File: config.mk
export PLATFORM = sky130hd
export DESIGN_NAME = serial_adder
export DESIGN_NICKNAME = d
export VERILOG_FILES = /design/src/rtl/serial_adder.sv
export SDC_FILE = /design/constraint.sdc
export NUM_CORES = 1
export LEC_CHECK = 0
export CORE_UTILIZATION = 51
export DETAILED_ROUTE_END_ITERATION = 10
export PLACE_DENSITY = 0.78
export SLEW_MARGIN = 20
export SYNTH_ARGS = -nofsm -noshare
export SYNTH_HDL_FRONTEND = slang
export SYNTH_SLANG_ARGS = --single-unit
export TNS_END_PERCENT = 10
File: constraint.sdc
create_clock -name clk -period 1.7 [get_ports clk]
set_clock_uncertainty 0.05 [all_clocks]
set_input_delay 0.51 -clock clk [delete_from_list [all_inputs] [get_ports clk]]
set_output_delay 0.51 -clock clk [all_outputs]
set_load 0.005 [all_outputs]
File: src/rtl/serial_adder.sv
// serial_adder
// Bit-serial adder/subtractor. It processes one bit per clock, LSB first,
// through a single full-adder stage with a carry flip-flop. A start/busy/done
// handshake frames each operation. Subtraction is formed as a + ~b + 1, so
// cout reads as "no borrow" (a >= b unsigned) in subtract mode.

module serial_adder #(
  parameter int WIDTH = 8
) (
  input  logic             clk,
  input  logic             rst,
  input  logic             start,
  input  logic             sub,
  input  logic [WIDTH-1:0] a,
  input  logic [WIDTH-1:0] b,
  input  logic             cin,
  output logic             busy,
  output logic             done,
  output logic [WIDTH-1:0] sum,
  output logic             cout,
  output logic             overflow
);

  // The bit counter only has to reach WIDTH-1. Keep it at least one bit wide
  // so that WIDTH=1 still elaborates cleanly.
  localparam int CNT_W = (WIDTH > 1) ? $clog2(WIDTH) : 1;
  localparam logic [CNT_W-1:0] LAST_BIT = CNT_W'(WIDTH - 1);
  localparam logic [CNT_W-1:0] CNT_ONE  = CNT_W'(1);

  typedef enum logic [1:0] {
    ST_IDLE,
    ST_RUN,
    ST_DONE
  } state_t;

  state_t state_q, state_d;

  // Operand shift registers, running carry and bit counter
  logic [WIDTH-1:0] a_sh_q, a_sh_d;
  logic [WIDTH-1:0] b_sh_q, b_sh_d;
  logic             carry_q, carry_d;
  logic [CNT_W-1:0] cnt_q, cnt_d;

  // Partial result collects bits from the MSB end. The visible result
  // registers are separate, so a half-built sum is never shown.
  logic [WIDTH-1:0] res_q, res_d;
  logic [WIDTH-1:0] sum_q, sum_d;
  logic             cout_q, cout_d;
  logic             ovf_q, ovf_d;

  logic             accept;
  logic             last_bit;
  logic             a_bit, b_bit;
  logic             s_bit, c_bit;
  logic [WIDTH-1:0] res_shift;

  // A new request is taken only when the engine is not mid-operation.
  assign accept   = start && (state_q != ST_RUN);
  assign last_bit = (state_q == ST_RUN) && (cnt_q == LAST_BIT);

  // The full-adder stage works on the LSBs of the operand shift registers.
  assign a_bit = a_sh_q[0];
  assign b_bit = b_sh_q[0];
  assign s_bit = a_bit ^ b_bit ^ carry_q;
  assign c_bit = (a_bit & b_bit) | (a_bit & carry_q) | (b_bit & carry_q);

  // The new sum bit enters the result at the MSB. After WIDTH shifts, bit 0
  // has reached position 0. A one-bit result is just the sum bit itself.
  generate
    if (WIDTH == 1) begin : g_res_w1
      assign res_shift = s_bit;
    end else begin : g_res_wn
      assign res_shift = {s_bit, res_q[WIDTH-1:1]};
    end
  endgenerate

  // State register
  always_ff @(posedge clk or posedge rst) begin
    if (rst) begin
      state_q <= ST_IDLE;
    end else begin
      state_q <= state_d;
    end
  end

  // Next-state logic: RUN lasts exactly WIDTH cycles, and DONE can chain
  // straight into a new RUN.
  always_comb begin
    state_d = state_q;
    unique case (state_q)
      ST_IDLE: begin
        if (start) state_d = ST_RUN;
      end
      ST_RUN: begin
        if (cnt_q == LAST_BIT) state_d = ST_DONE;
      end
      ST_DONE: begin
        state_d = start ? ST_RUN : ST_IDLE;
      end
      default: state_d = ST_IDLE;
    endcase
  end

  // Handshake outputs decode directly from the state, so busy and done are
  // mutually exclusive by construction.
  always_comb begin
    busy = 1'b0;
    done = 1'b0;
    unique case (state_q)
      ST_RUN:  busy = 1'b1;
      ST_DONE: done = 1'b1;
      default: ;
    endcase
  end

  // Datapath next values: load operands on accept, otherwise step one bit per
  // RUN cycle, and latch the visible result on the last bit.
  always_comb begin
    a_sh_d  = a_sh_q;
    b_sh_d  = b_sh_q;
    carry_d = carry_q;
    cnt_d   = cnt_q;
    res_d   = res_q;
    sum_d   = sum_q;
    cout_d  = cout_q;
    ovf_d   = ovf_q;

    if (accept) begin
      a_sh_d  = a;
      b_sh_d  = sub ? ~b : b;
      carry_d = sub ? 1'b1 : cin;
      cnt_d   = '0;
      res_d   = '0;
    end else if (state_q == ST_RUN) begin
      a_sh_d  = a_sh_q >> 1;
      b_sh_d  = b_sh_q >> 1;
      carry_d = c_bit;
      cnt_d   = cnt_q + CNT_ONE;
      res_d   = res_shift;
      if (last_bit) begin
        // On the last bit, carry_q is the carry into the MSB and c_bit is the
        // carry out of it. Overflow is their XOR.
        sum_d  = res_shift;
        cout_d = c_bit;
        ovf_d  = carry_q ^ c_bit;
      end
    end
  end

  // Datapath registers. Reset discards any in-flight operation.
  always_ff @(posedge clk or posedge rst) begin
    if (rst) begin
      a_sh_q  <= '0;
      b_sh_q  <= '0;
      carry_q <= 1'b0;
      cnt_q   <= '0;
      res_q   <= '0;
      sum_q   <= '0;
      cout_q  <= 1'b0;
      ovf_q   <= 1'b0;
    end else begin
      a_sh_q  <= a_sh_d;
      b_sh_q  <= b_sh_d;
      carry_q <= carry_d;
      cnt_q   <= cnt_d;
      res_q   <= res_d;
      sum_q   <= sum_d;
      cout_q  <= cout_d;
      ovf_q   <= ovf_d;
    end
  end

  assign sum      = sum_q;
  assign cout     = cout_q;
  assign overflow = ovf_q;

endmodule

==> results of run 1 <==
==> layout by cell type, fill, tap and decap left out, drive strengths merged <==
master          n
a211oi          1
nand3b          1
mux2i          15
mux2           10
dfrtp          39
o21ai          25
fa              1
ha              2
clkdlybuf4s50  20
o31ai           1
nor3            1
buf            13
dlygate4sd2    10
clkbuf          6
nor2            4
bufinv          1
xor2            7
and2b           2
xnor2           2
inv             3
clkinv          1
nand2          34
nand2b          1
==> final cells by class <==
type / instances / area (um2) / area share
clock buffers: 6 / 51.3 / 0.0227
clock inverters: 2 / 35.0 / 0.0155
inverters: 3 / 11.3 / 0.00499
multi-input cells: 107 / 728 / 0.323
flip-flops and latches: 39 / 976 / 0.433
well taps: 46 / 57.6 / 0.0255
repair buffers: 43 / 397 / 0.176
==> path summary, 6_finish.rpt <==
path | start | end | cells past startpoint | slack [ns]
min in group clk | overflow | overflow | 2 | 0.45
min | rst | res_q[6] | 3 | 0.45
max in group asynchronous | rst | b_sh_q[6] | 3 | 0.97
min reg2reg | overflow | overflow | 2 | 0.45
max reg2reg | state_q[1] | cnt_q[0] | 4 | 0.15
max | state_q[1] | done | 3 | 0.02
==> stage by stage <==
stage	instance area (um2)	hold WS [ns]	worst slack [ns]
after global placement	2170	0.411	0.00725
after CTS	2250	0.444	-0.0155
after detailed placement	2170	0.428	-0.102
final	2260	0.448	0.0152
after global routing	2260	0.453	-0.0590
after floorplan	1810	0.399	0.213
==> synth_stat cells <==
cell / n
o21ai_0: 22
ha_1: 2
nor3_1: 1
nor2_1: 4
fa_1: 1
and2b_1: 2
nand2_1: 34
o31ai_1: 1
a211oi_2: 1
buf_4: 5
mux2i_1: 15
o21ai_1: 3
nand2b_1: 1
nand3b_4: 1
mux2_4: 2
xor2_1: 7
buf_2: 1
inv_1: 3
mux2_2: 8
xnor2_1: 2
buf_6: 5
dfrtp_1: 39
==> power by group through the flow <==
stage | Combinational, mW | Sequential (mW) | Clock, mW
global placement | 1.21 | 1.56 | 0
CTS | 1.21 | 1.56 | 0.672
finish | 1.19 | 1.55 | 0.658
detailed placement | 1.28 | 1.59 | 0
floorplan | 0.895 | 1.55 | 0
global route | 1.37 | 1.61 | 0.710
==> sequential cells by signal (all words and copies together), names as in the netlist <==
signal,flops
state_q,2
sum,8
cnt_q,3
b_sh_q,8
cout,1
overflow,1
res_q,7
carry_q,1
a_sh_q,8
==> worst max-delay path, delay by kind of cell (launching register included) <==
kind	cells	cell delay, ns
buffers and inverters	2	0.24
DFF	1	0.40
and+or+nand+nor	1	0.14
==> cell families (layout without fill, tap and decap cells) <==
group / Yosys count / count (layout)
buf+inv: 14 / 54
simple gates: 43 / 43
fa+ha+maj: 3 / 3
compound gates: 27 / 27
flops: 39 / 39
xor+xnor: 9 / 9
mux: 25 / 25
==> metal layers <==
metal / track usage / wire length, um / vias up / share of wire
li1: - / - / 613 / -
met1: 0.227 / 1350 / 578 / 0.42
met2: 0.353 / 1660 / 34 / 0.52
met3: 0.0630 / 146 / 4 / 0.045
met4: 0.0952 / 61 / 0 / 0.019
met5: 0 / 0 / - / 0
==> timing repair <==
item                       in CTS  in global routing
resized for setup              17                  1
setup buffers                   2                  0
setup endpoints to repair      12                  2
pin swaps                       0                  0
==> flow_summary.json, run 1 <==
{
  "clkSinkCount": 39,
  "drv_slew": 0,
  "initial_utilization": 0.539,
  "fin_total_pwr_mw": 3.40,
  "antenna_cells": 0,
  "synth.distinct_cells": 22,
  "ctsHoldBuffers": 0,
  "synth_area_leader_cell": "dfrtp_1",
  "vias": 1229,
  "drcViolationCount": 0,
  "p_sw_mw": 1.12,
  "postLayoutCoreUtil": 0.671,
  "clockRootBuffer": "clkbuf_4",
  "p_int_mw": 2.28,
  "synth_compound_area_frac": 0.0800,
  "dpl.hpwl_um": 2300,
  "muxShareOfSynthArea": 0.149,
  "avgSynthCellArea_um2": 11.3,
  "synth_top_family_by_area": "multiplexers",
  "synth_xor_area_frac": 0.0434,
  "viasPerCell": 5.00,
  "seq_area_frac_synth": 0.538,
  "finalWirelength_um": 3220,
  "place_inst": 236,
  "vdd.ir_drop.worst_uv": 888,
  "seqPwrFrac": 0.456,
  "synth_top_area_share": 0.538,
  "cts.htree.levels": 2,
  "worstMarginPinSlew_ns": 0.447,
  "wl_per_cell_um": 13.1,
  "drive_above_1_share": 0.165,
  "synth_adder_area_share": 0.0248,
  "synthCells": 160,
  "rsz0062_at_grt": "yes",
  "crit_fanout": 2,
  "fin_cells": 246,
  "period_needed_ns": 1.68,
  "io_buffers": 32,
  "cts_tree": "built",
  "crit_chain": "buf_6, and2b_1, buf_2",
  "path_class": "reg2out",
  "ys_ff_latch": 39,
  "first_pass_iters": 4,
  "end_kind": "primary output",
  "yosys_warnings": 0,
  "tns_ns": 0,
  "dieWidth_um": 61.6,
  "dieArea_um2": 3800,
  "antenna_found_initial": 0,
  "start_kind": "flop",
  "numCtsBuffers": 5,
  "ant_nets": 0,
  "switching_share": 0.329,
  "synth_fp_nets": 184,
  "leakagePower_nw": 1.09,
  "clkPwrFrac": 0.193,
  "grt_usage": 0.203,
  "hp-class": "in2async",
  "nets": 223,
  "cp_data_required_time_ns": 1.14,
  "combPwrFrac": 0.350,
  "clk_latency_ns": 0.35,
  "grt_pass1_vias": 1217,
  "hold_viol_final": 0,
  "final-setup-viol-count": 0,
  "path_clk_slew_ns": 0.12,
  "arrival_ns": 1.12,
  "status": "finished, final reports clean",
  "critPathSlowestCell": "dfrtp_1",
  "grt_pass1_wl_um": 5290,
  "yosys.area_share.simple": 0.104,
  "drt_iter0_drc": 53,
  "max-cap-violations": 0,
  "grt_overflow": 0,
  "cpPeakStageDelay_ns": 0.40,
  "finalCritPeriodShare": 0.991,
  "max_slew_margin": 0.702,
  "grt_max_degree": 54,
  "die_h_um": 61.6,
  "io_pins": 33,
  "fmax_ghz": 0.594,
  "yosys-top-cells-area": "dfrtp_1 54%, mux2i_1 8.3%, nand2_1 7.0%",
  "core.rowCount": 21,
  "netlist_area_um2": 1810,
  "area_delta_synth_final_pct": 24.3,
  "power.density_nw_per_um2": 1510,
  "place_congestion": 0.684,
  "clock_path_buffers": 2,
  "num-fill-cells": 290,
  "core_um2": 3360
}
Note: power is estimated with default switching activity, not from simulation.
==> run 2: changes to the inputs <==
Settings changed: ABC_CLOCK_PERIOD_IN_PS from default to 1700, SETUP_SLACK_MARGIN from default to 0.15.
==> run 2 against run 1 <==
  * Routed wire length is 5.9% higher
  * Largest power group unchanged
  * Hold slack worse by 0.0043 ns
  * Die area stayed put
  * Via count is 1.2% higher
  * Sequential power hardly changed
  * Fmax is 0.44% lower
  * Sequential cell count stayed put
  * Worst setup slack worse by 0.0074 ns
  * First-iteration DRC count is 15% lower
  * Clock power hardly changed
  * Critical path type unchanged
  * Register-to-register slack hardly changed
==> flow_summary.json, run 2 (same netlist as run 1, synthesis figures left out) <==
{
  "status": "finished, final reports clean",
  "clk_latency_ns": 0.35,
  "wl_met3_um": 177,
  "core_um2": 3360,
  "cp-startpoint": "state_q[1]",
  "dr_wl_met2_um": 1760,
  "power.density_nw_per_um2": 1540,
  "final-setup-viol-count": 0,
  "crit_buf_inv": 2,
  "wl_met1_um": 1410,
  "dieArea_um2": 3800,
  "crit_cells": 3,
  "finalWirelength_um": 3410,
  "ctsHoldBuffers": 0,
  "endpoint": "done",
  "max_slew_margin": 0.705,
  "cp_data_required_time_ns": 1.14,
  "grt_overflow": 0,
  "reg2reg_depth": 4,
  "grt_max_degree": 54,
  "arrival_ns": 1.13,
  "antenna_found_initial": 0,
  "area_delta_synth_final_pct": 25.8,
  "r2r_slack_ns": 0.15,
  "critPathSlowestCell": "dfrtp_1",
  "drt_iter0_drc": 45,
  "place_inst": 236,
  "numCtsBuffers": 5,
  "leakagePower_nw": 1.12,
  "period_needed_ns": 1.69,
  "dpl_cell_area_um2": 2170,
  "finalCritPeriodShare": 0.995,
  "drcViolationCount": 0,
  "nets": 225,
  "tns_ns": 0,
  "max-cap-violations": 0,
  "vias": 1244,
  "crit_chain": "buf_6, and2b_1, buf_2",
  "io_pins": 33,
  "pre_cts_ws_ns": -0.102,
  "crit_fanout": 2,
  "clock_path_buffers": 2,
  "die_h_um": 61.6,
  "clkSinkCount": 39,
  "mostFrequentLayoutCells": "39 x dfrtp_1, 34 x nand2_1, 22 x o21ai_0",
  "layout_commonest_cell": "dfrtp_1",
  "rr_startpoint": "state_q[1]",
  "hold_viol_final": 0,
  "path_class": "reg2out",
  "rsz0062_at_grt": "yes",
  "vdd.ir_drop.worst_uv": 896,
  "crit_family": "flip-flops",
  "viasPerCell": 5.02,
  "ant_nets": 0,
  "end_kind": "primary output",
  "dpl.hpwl_um": 2300,
  "top_layer_used": "met4",
  "start_kind": "flop",
  "fin_cells": 248,
  "reg2reg_to": "cnt_q[0]",
  "cpPeakStageDelay_ns": 0.40,
  "grt_pass1_vias": 1227,
  "num-fill-cells": 289,
  "cts_tree": "built",
  "drive_above_1_share": 0.208,
  "first_pass_iters": 4,
  "wl_per_cell_um": 13.7,
  "hp-class": "in2async",
  "path_clk_slew_ns": 0.12,
  "drv_slew": 0,
  "antenna_cells": 0,
  "initial_utilization": 0.539,
  "stdcell_area_um2": 2280,
  "dieWidth_um": 61.6,
  "place_congestion": 0.684,
  "core.rowCount": 21,
  "grt_usage": 0.204,
  "clockRootBuffer": "clkbuf_4",
  "fin_ws_ns": 0.00784,
  "grt_pass1_wl_um": 5310,
  "io_buffers": 32,
  "worstMarginPinSlew_ns": 0.443,
  "cts.htree.levels": 2,
  "fmax_ghz": 0.591
}
[run 2: area by class of cell]
type / count / area (um2) / area share
tap: 46 / 57.6 / 0.0252
clock buffer: 6 / 51.3 / 0.0225
inverter: 3 / 11.3 / 0.00493
multi-input combinational: 107 / 757 / 0.332
sequential: 39 / 976 / 0.428
clock inverter: 2 / 35.0 / 0.0154
timing repair buffer: 45 / 394 / 0.173
[run 2: worst min path at each step]
stage | slack (ns) | depth (start not counted) | end
after floorplan | 0.40 | 2 | a_sh_q[0]
after global placement | 0.41 | 2 | b_sh_q[6]
after detailed placement | 0.43 | 2 | b_sh_q[1]
after CTS | 0.44 | 3 | overflow
after global routing | 0.45 | 3 | sum[2]
final | 0.44 | 3 | res_q[6]
[run 2: through the flow]
step | hold slack [ns] | power, mW | util
finish | 0.444 | 3.53 | 0.679
global route | 0.452 | 3.80 | 0.679
global placement | 0.411 | 2.77 | 0.646
floorplan | 0.399 | 2.44 | -
detailed placement | 0.428 | 2.87 | 0.646
CTS | 0.444 | 3.51 | 0.679
[run 2: worst reg2reg max path: stages, from the launching register on]
cell     delay, ns
dfrtp_1       0.40
and2b_1       0.23
buf_4         0.41
nor2_1        0.09
mux2_2        0.27
[run 2: routing by layer]
layer / up-vias / global-route usage
met5: - / 0
met3: 4 / 0.0630
li1: 614 / -
met2: 37 / 0.358
met1: 589 / 0.224
met4: 0 / 0.0952
[run 2: what timing repair did]
action	in CTS	in global routing
buffers inserted	4	0
pin swaps	0	1
gates resized for setup	28	14
endpoints found under the setup margin	13	19
cloned	0	0
[run 2: power by group]
| part | switching (mW) | leakage (nW) | internal [mW] |
|---|---|---|---|
| Combinational | 0.609 | 0.581 | 0.680 |
| Clock | 0.313 | 0.0482 | 0.347 |
| Sequential | 0.247 | 0.493 | 1.33 |
| Total | 1.17 | 1.12 | 2.36 |
==> run 3: changes to the inputs <==
Settings changed: CORE_UTILIZATION 51 to 45, PLACE_DENSITY 0.78 to 0.7, SKIP_CTS_REPAIR_TIMING from default to 1.
==> run 3 against run 2 <==
  * First-iteration DRC count is 29% lower
  * Sequential share of layout area shrank 0.94 points
  * Fmax rose by 0.16%
  * Largest cell class unchanged
  * Via count rose by 0.32%
  * Largest power group unchanged
  * Hold slack got worse by 0.0074 ns
==> flow_summary.json, run 3 (same netlist as run 1, synthesis figures left out) <==
{
  "area_delta_synth_final_pct": 28.6,
  "whs_endpoint": "b_sh_q[3]",
  "dieArea_um2": 4290,
  "leakagePower_nw": 1.22,
  "path_class": "reg2out",
  "max-cap-violations": 0,
  "grt_max_degree": 54,
  "grt_pass1_wl_um": 5570,
  "seqCellArea_um2": 976,
  "pre_cts_ws_ns": -0.0593,
  "cts_tree": "built",
  "wl_per_cell_um": 13.6,
  "dpl.hpwl_um": 2230,
  "hold_viol_final": 0,
  "clockRootBuffer": "clkbuf_8",
  "layout_commonest_cell": "dfrtp_1",
  "critPathSlowestCell": "dfrtp_1",
  "drv_slew": 0,
  "fmax_ghz": 0.592,
  "r2r_slack_ns": 0.06,
  "crit_chain": "buf_4, and2b_1, buf_2",
  "cp_data_required_time_ns": 1.14,
  "dieWidth_um": 65.5,
  "power.density_nw_per_um2": 1500,
  "rr_startpoint": "state_q[1]",
  "initial_utilization": 0.481,
  "clk_latency_ns": 0.28,
  "io_pins": 33,
  "hp-class": "reg2reg",
  "vias": 1248,
  "place_congestion": 0.746,
  "holdPathStages": 2,
  "finalCritPeriodShare": 0.994,
  "core.rowCount": 22,
  "grt_overflow": 0,
  "drcViolationCount": 0,
  "period_needed_ns": 1.69,
  "grt_pass1_vias": 1265,
  "first_pass_iters": 4,
  "arrival_ns": 1.13,
  "clkSinkCount": 39,
  "crit_fanout": 2,
  "dpl_cell_area_um2": 2180,
  "antenna_cells": 0,
  "nets": 224,
  "reg2reg_depth": 5,
  "stdcell_area_um2": 2330,
  "cts.htree.levels": 2,
  "cpPeakStageDelay_ns": 0.39,
  "crit_family": "flip-flops",
  "ant_nets": 0,
  "start_kind": "flop",
  "numCtsBuffers": 5,
  "fin_ws_ns": 0.0106,
  "crit_buf_inv": 2,
  "path_clk_slew_ns": 0.07,
  "hp-start": "b_sh_q[4]",
  "worstMarginPinSlew_ns": 0.444,
  "multiInputGateArea_um2": 757,
  "finalWirelength_um": 3370,
  "final-setup-viol-count": 0,
  "num-fill-cells": 296,
  "mostFrequentLayoutCells": "39 x dfrtp_1, 34 x nand2_1, 22 x o21ai_0",
  "core_um2": 3770,
  "clock_path_buffers": 2,
  "end_kind": "primary output",
  "drive_above_1_share": 0.170,
  "die_h_um": 65.5,
  "max_slew_margin": 0.704,
  "drt_iter0_drc": 32,
  "antenna_found_initial": 0,
  "vdd.ir_drop.worst_uv": 819,
  "status": "finished, final reports clean",
  "reg2reg_to": "cnt_q[0]",
  "io_buffers": 32,
  "grt_usage": 0.175,
  "rsz0062_at_grt": "yes",
  "viasPerCell": 5.03
}
-- run 3: changes by cell type in the layout (fill, tap and decap cells not counted), moves of 4 or more --
| cell | delta |
|---|---|
| dlymetal6s2s_1 | +10 |
| clkdlybuf4s15_1 | -4 |
| clkbuf_2 | -5 |
| clkbuf_4 | -5 |
| clkbuf_8 | +5 |
-- run 3: layout make-up --
class | instances | area share
timing repair buffer | 44 | 0.189
sequential | 39 | 0.418
multi-input combinational | 107 | 0.324
clock buffer | 6 | 0.0354
clock inverter | 1 | 0.00214
inverter | 3 | 0.00483
tap | 48 | 0.0257
-- run 3: through the flow --
| stage | instances | setup TNS (ns) | total power [mW] | utilization | hold slack, ns |
|---|---|---|---|---|---|
| global route | 248 | -0.0834 | 3.78 | 0.619 | 0.471 |
| CTS | 245 | -0.677 | 3.49 | 0.600 | 0.446 |
| floorplan | 160 | 0 | 2.44 | - | 0.399 |
| global placement | 238 | 0 | 2.78 | 0.577 | 0.407 |
| detailed placement | 238 | -0.289 | 2.86 | 0.577 | 0.427 |
| finish | 248 | 0 | 3.51 | 0.619 | 0.436 |
-- run 3: worst max path at each step --
stage                           from         to  slack, ns  depth (start not counted)
after floorplan             cnt_q[0]     sum[0]       0.21                          5
after global placement         start  b_sh_q[4]      0.006                          4
after detailed placement       start  b_sh_q[5]      -0.06                          4
after CTS                 state_q[0]       busy      -0.28                          2
after global routing      state_q[0]       busy      -0.05                          3
final                     state_q[0]       busy       0.01                          3
-- run 3: layer usage --
layer	vias up	GRT usage	routed length (um)
met5	-	0	0
met4	0	0.0571	41
met3	6	0.0590	140
met2	23	0.299	1700
met1	613	0.206	1490
li1	606	-	-
-- run 3: where the power goes --
| group | internal, mW | leakage, nW | total, mW | switching, mW |
|---|---|---|---|---|
| registers | 1.33 | 0.493 | 1.59 | 0.253 |
| logic | 0.714 | 0.678 | 1.30 | 0.589 |
| clock network | 0.318 | 0.0470 | 0.622 | 0.304 |
| total | 2.37 | 1.22 | 3.51 | 1.15 |
-- run 3: worst min-delay path: stages, from the launching register on --
cell	delay [ns]
dfrtp_1	0.35
nand2_1	0.05
o21ai_0	0.06
